--- src/rtl/ddr_burst_writer.sv ---
// Moves BURST_LEN-word bursts from a FWFT source FIFO into an MCB write port and issues one write command per burst.
// Optional statistics counters are built only when DDRWR_STATS_EN is defined.
module ddr_burst_writer #(
  parameter int          DATA_W       = 32,
  parameter int          BURST_LEN    = 64,
  parameter logic [29:0] BASE_ADDR    = 30'd0,
  parameter logic [31:0] REGION_BYTES = 32'h0400_0000
) (
  input  logic              ddr_usrclk,
  input  logic              ddr_usrreset,
  input  logic              arm_i,
  input  logic              circular_i,
  input  logic [31:0]       max_bursts_i,
  input  logic [DATA_W-1:0] src_data_i,
  input  logic              src_burst_ok_i,
  output logic              src_rd_en_o,
  output logic              mcb_wr_en_o,
  output logic [DATA_W-1:0] mcb_wr_data_o,
  input  logic              mcb_wr_full_i,
  output logic              mcb_cmd_en_o,
  output logic [5:0]        mcb_cmd_bl_o,
  output logic [29:0]       mcb_cmd_byte_addr_o,
  input  logic              mcb_cmd_full_i,
  output logic              busy_o,
  output logic              done_o,
  output logic              wrapped_o,
  output logic [29:0]       last_addr_o,
  output logic [31:0]       burst_count_o,
  output logic [31:0]       stall_count_o
);

  localparam logic [31:0] BURST_BYTES = 32'(BURST_LEN * DATA_W / 8);
  localparam logic [31:0] END_ADDR    = {2'b00, BASE_ADDR} + REGION_BYTES;
  localparam logic [6:0]  LAST_WORD   = 7'(BURST_LEN - 1);

  typedef enum logic [2:0] {IDLE, WAIT_DATA, WRITE, CMD, DONE} state_t;

  state_t      state, state_next;
  logic [29:0] next_addr;
  logic [29:0] last_addr;
  logic [31:0] burst_cnt;
  logic [31:0] max_bursts;
  logic        circular;
  logic        wrapped;
  logic [6:0]  word_cnt;
  logic [31:0] addr_sum;
  logic        at_end;
  logic        leave_idle;
  logic        push;
  logic        cmd_fire;

  // Sum kept 32 bits wide so the region end compares exactly even past 30-bit space
  assign addr_sum = {2'b00, next_addr} + BURST_BYTES;
  assign at_end   = (addr_sum == END_ADDR);

  always_comb begin
    state_next = state;
    leave_idle = 1'b0;
    push       = 1'b0;
    cmd_fire   = 1'b0;
    case (state)
      IDLE: begin
        if (arm_i) begin
          leave_idle = 1'b1;
          state_next = WAIT_DATA;
        end
      end
      WAIT_DATA: begin
        if (!arm_i || (!circular && burst_cnt == max_bursts))
          state_next = DONE;
        else if (src_burst_ok_i && !mcb_wr_full_i)
          state_next = WRITE;
      end
      WRITE: begin
        push = ~mcb_wr_full_i;
        if (push && word_cnt == LAST_WORD)
          state_next = CMD;
      end
      CMD: begin
        cmd_fire = ~mcb_cmd_full_i;
        if (cmd_fire)
          state_next = (at_end && !circular) ? DONE : WAIT_DATA;
      end
      DONE: begin
        if (!arm_i)
          state_next = IDLE;
      end
      default: state_next = IDLE;
    endcase
  end

  always_ff @(posedge ddr_usrclk or posedge ddr_usrreset) begin
    if (ddr_usrreset) begin
      state      <= IDLE;
      next_addr  <= '0;
      last_addr  <= '0;
      burst_cnt  <= '0;
      max_bursts <= '0;
      circular   <= 1'b0;
      wrapped    <= 1'b0;
      word_cnt   <= '0;
    end else begin
      state <= state_next;
      if (leave_idle) begin
        next_addr  <= BASE_ADDR;
        burst_cnt  <= '0;
        wrapped    <= 1'b0;
        circular   <= circular_i;
        max_bursts <= max_bursts_i;
        word_cnt   <= '0;
      end
      if (push)
        word_cnt <= (word_cnt == LAST_WORD) ? 7'd0 : word_cnt + 7'd1;
      if (cmd_fire) begin
        last_addr <= next_addr;
        burst_cnt <= burst_cnt + 32'd1;
        next_addr <= (at_end && circular) ? BASE_ADDR : addr_sum[29:0];
        wrapped   <= wrapped | (at_end && circular);
      end
    end
  end

`ifdef DDRWR_STATS_EN
  logic [31:0] burst_stat;
  logic [31:0] stall_stat;

  always_ff @(posedge ddr_usrclk or posedge ddr_usrreset) begin
    if (ddr_usrreset) begin
      burst_stat <= '0;
      stall_stat <= '0;
    end else if (leave_idle) begin
      burst_stat <= '0;
      stall_stat <= '0;
    end else begin
      if (cmd_fire && burst_stat != 32'hFFFF_FFFF)
        burst_stat <= burst_stat + 32'd1;
      if (state == WRITE && mcb_wr_full_i && stall_stat != 32'hFFFF_FFFF)
        stall_stat <= stall_stat + 32'd1;
    end
  end

  assign burst_count_o = burst_stat;
  assign stall_count_o = stall_stat;
`else
  assign burst_count_o = 32'd0;
  assign stall_count_o = 32'd0;
`endif

  // Data path is a straight wire, forced low while reset is held
  assign mcb_wr_data_o       = ddr_usrreset ? '0 : src_data_i;
  assign src_rd_en_o         = push;
  assign mcb_wr_en_o         = push;
  assign mcb_cmd_en_o        = cmd_fire;
  assign mcb_cmd_bl_o        = 6'(BURST_LEN - 1);
  assign mcb_cmd_byte_addr_o = next_addr;
  assign busy_o              = (state == WAIT_DATA) || (state == WRITE) || (state == CMD);
  assign done_o              = (state == DONE);
  assign wrapped_o           = wrapped;
  assign last_addr_o         = last_addr;

endmodule

--- config.mk ---
export PLATFORM = sky130hd
export DESIGN_NAME = ddr_burst_writer
export DESIGN_NICKNAME = d
export VERILOG_FILES = /design/src/rtl/ddr_burst_writer.sv
export SDC_FILE = /design/constraint.sdc
export NUM_CORES = 1
export LEC_CHECK = 0
export ABC_AREA = 0
export ABC_CLOCK_PERIOD_IN_PS = 4400
export BUFFER_PORTS_ARGS = -buffer_cell sky130_fd_sc_hd__buf_2
export CAP_MARGIN = 20
export CORE_ASPECT_RATIO = 0.8
export CORE_MARGIN = 4
export CORE_UTILIZATION = 35
export DETAILED_ROUTE_END_ITERATION = 6
export GPL_TIMING_DRIVEN = 0
export PLACE_DENSITY = 0.6
export SYNTH_ARGS = -nofsm -noshare
export SYNTH_HDL_FRONTEND = slang
export SYNTH_SLANG_ARGS = --single-unit
--- constraint.sdc ---
create_clock -name ddr_usrclk -period 4.4 [get_ports ddr_usrclk]
set_input_delay 0.88 -clock ddr_usrclk [delete_from_list [all_inputs] [get_ports ddr_usrclk]]
set_output_delay 0.88 -clock ddr_usrclk [all_outputs]
set_load 0.02 [all_outputs]
==> metrics.txt <==
Vias per Instance around 4.6; antenna violations before repair 1; Residual DRC 0; status complete, no violations; Async S/R FF share, synth between 90% and 100%; cts repair resizes 0; hold path endpoint last_addr_o[16]; flip-flop and latch count after synthesis 120; cell occurring most often along the worst timing path buf_2; number of cells produced by synthesis slightly above 800; Maximum Capacitance Violations 0; Boundary Pins about 240; CTS tree done; placed insts around 1.3k; number of buffers added by the clock tree synthesis step 17; Crit path required time 3520 ps; Reg-to-Reg Start mcb_cmd_byte_addr_o[8]; most common library cells after synthesis nand2_1, dfrtp_1, buf_4, o21ai_0, xnor2_1; Crit path max-delay family buffers and inverters; maximum number of buffers from clock root to sink 2; crit-path max cell delay around 400 ps; area of the mapped netlist ~7000 um2; most frequent cell after synthesis nand2_1; final setup violation count 0; core outline area 19310 um2; die boundary width 166.0 um; num rows 45; highest achievable clock rate around 300 MHz; worst path arrival time around 2500 ps; number of pins exceeding their max-slew limit in the final report 0; largest driver fanout on the critical path 10; Total Negative Setup Slacks 0 ps; ranking of synthesized cells by area dfrtp_1, nand2_1, buf_4, xnor2_1, o21ai_0; total number of vias approximately 6.2k; RSZ-0062 raised after global routing false; first-pass GRT wire length ~31000 um; Skew-Pair Late Insertion Delay approximately 420 ps; worst ir drop on vdd roughly 0.25 mV; hold wc startpoint last_addr_o[16]; quantity of I/O buffers inserted on ports 151; H-Tree Depth 4; cell breakdown of the critical path clkbuf_1 -> nand4b_1 -> inv_2 -> buf_2 -> buf_1 -> buf_2; pin slew with the least headroom to its limit 1022 ps; critical path start-end classification reg -> out; clock sink count 120; final antenna-violating net count 0; min-delay worst type reg -> reg; proportion of netlist area held by the largest area contributor between 40 and 50%; Final Hold Fails 0; Tot Pwr approximately 3.8 mW; number of nets in the finished design about 1.2k; leakage power total between 4 and 5 nW; element type at the critical path end output port; root buffer cell clkbuf_16; register area share after synthesis about 43%; detailed-route wire length per cell 14.64 um; Final GP Congestion slightly below 0.9; category of the worst setup path launch point register; Yosys warning count 0; gr usage total between 10% and 20%; ratio of cells with drive above 1 in the final layout approximately 27%; height of the chip ~130 um; DP Wirelength approximately 15000 um; slowest cell on the critical path nand4b_1; clk_skew roughly 8.4 ps; Antenna Diode Count 0; router iterations before antenna repair 5; power per cell area 425.6 nW/um2; count of cell types in the netlist 54; post-CTS setup repair buffer count 0; fin crit share 76.22%; cell type with the largest total area after synthesis dfrtp_1; largest net degree at the start of global routing 80; hold path depth 2; buffers plus inverters on the worst setup path 5; total wirelength of the detailed-routed design ~20000 um; number of global-route vias before repair about 5.8k; number of hold buffers added after CTS 0; clock-pin slew of the registers on the worst-case setup and hold paths about 50 ps; worst rel slew slack 31.31%; synthesis-to-layout area growth 28.47%; non-filler instance count after layout 1349; Worst Reg-to-Reg Cells 8; capturing point of the worst reg2reg path state[0]; Tmin final ~3400 ps; leading register cell type out of synthesis dfrtp_1; setup slack, reg-to-reg 1380 ps; overflow left after global routing 0; syn avg cell area roughly 8.5 um2; 1st-iter DRT viols roughly 410; Initial Util between 30% and 40%; number of enable-type register cells in the synthesized netlist 0; total die area ~22000 um2
## layer usage
layer,share of wire [%],up-vias,global-route usage (%)
met3,7.6,23,5.451
met5,0.035,-,0
met1,46,2835,23.81
met2,44,204,26.75
li1,-,3127,-
met4,1.7,2,5.634
## registers in the layout (all words and copies together), names as in the netlist
name                 cells
word_cnt                 7
burst_cnt               32
wrapped_o                1
max_bursts              32
circular                 1
last_addr_o             22
mcb_cmd_byte_addr_o     22
state                    3
## worst register-to-register path: cells and delay by family (launching register included)
| kind | cells | cell delay (ps) |
|---|---|---|
| AND/OR/NAND/NOR | 2 | 1190 |
| buffers and inverters | 2 | 600 |
| flip-flops | 1 | 410 |
| AO/OA/AOI/OAI | 2 | 330 |
| XOR/XNOR | 1 | 180 |
| adder cells (fa/ha/maj) | 1 | 160 |
## cells in the final DEF (no fill, tap or decap), types with 17 or more instances in the layout
master / n
buf_4: 93
nand3_1: 38
nand2_1: 199
dfrtp_1: 120
nor2_1: 33
clkbuf_16: 17
conb_1: 86
clkbuf_1: 33
nor2b_1: 33
o21ai_0: 63
xnor2_1: 41
buf_2: 158
nand4_1: 23
## how the worst max path moves through the flow
stage | from | cells after the start | endpoint
2_1_floorplan | ddr_usrreset | 2 | burst_cnt[0]
3_3_place_gp | ddr_usrreset | 3 | max_bursts[13]
3_5_place_dp | mcb_cmd_full_i | 7 | mcb_cmd_en_o
4_1_cts | state[2] | 6 | mcb_cmd_en_o
5_1_grt | state[2] | 6 | mcb_cmd_en_o
6_report | state[2] | 6 | mcb_cmd_en_o
## through the flow
stage / area, um2 / setup WS (ps) / util (%) / hold slack, ps
detailed placement: 8418 / 1110 / 43.59 / 457.7
global route: 8982 / 904.7 / 46.51 / 500.4
floorplan: 7307 / 129.0 / - / 460.3
global placement: 8386 / -1672 / 43.42 / 454.7
finish: 8982 / 1046 / 46.51 / 470.5
CTS: 8982 / 1031 / 46.51 / 474.6
## power breakdown
| group | switching [mW] | internal (mW) | leakage, nW |
|---|---|---|---|
| Clock | 0.514 | 0.827 | 0.276 |
| Sequential | 0.150 | 1.28 | 1.62 |
| Combinational | 0.666 | 0.381 | 2.69 |
## logic make-up after synthesis
family / share of synthesized area [%]
other cells: 0.1074
compound gates: 11.33
mux: 0.8769
flops: 42.95
simple gates: 25.34
xor+xnor: 5.512
fa+ha+maj: 0.7158
buf+inv: 13.17
## cell type report
class	instances	area [um2]
inverters	16	65.06
flip-flops and latches	120	3003
repair buffers	152	783.3
clock inverters	13	131.4
multi-input cells	637	3383
clock buffers	19	432.9
well taps	258	322.8
fillers	1912	10330
plain buffers	134	860.8
No activity file was read; power rests on OpenSTA's default activity.
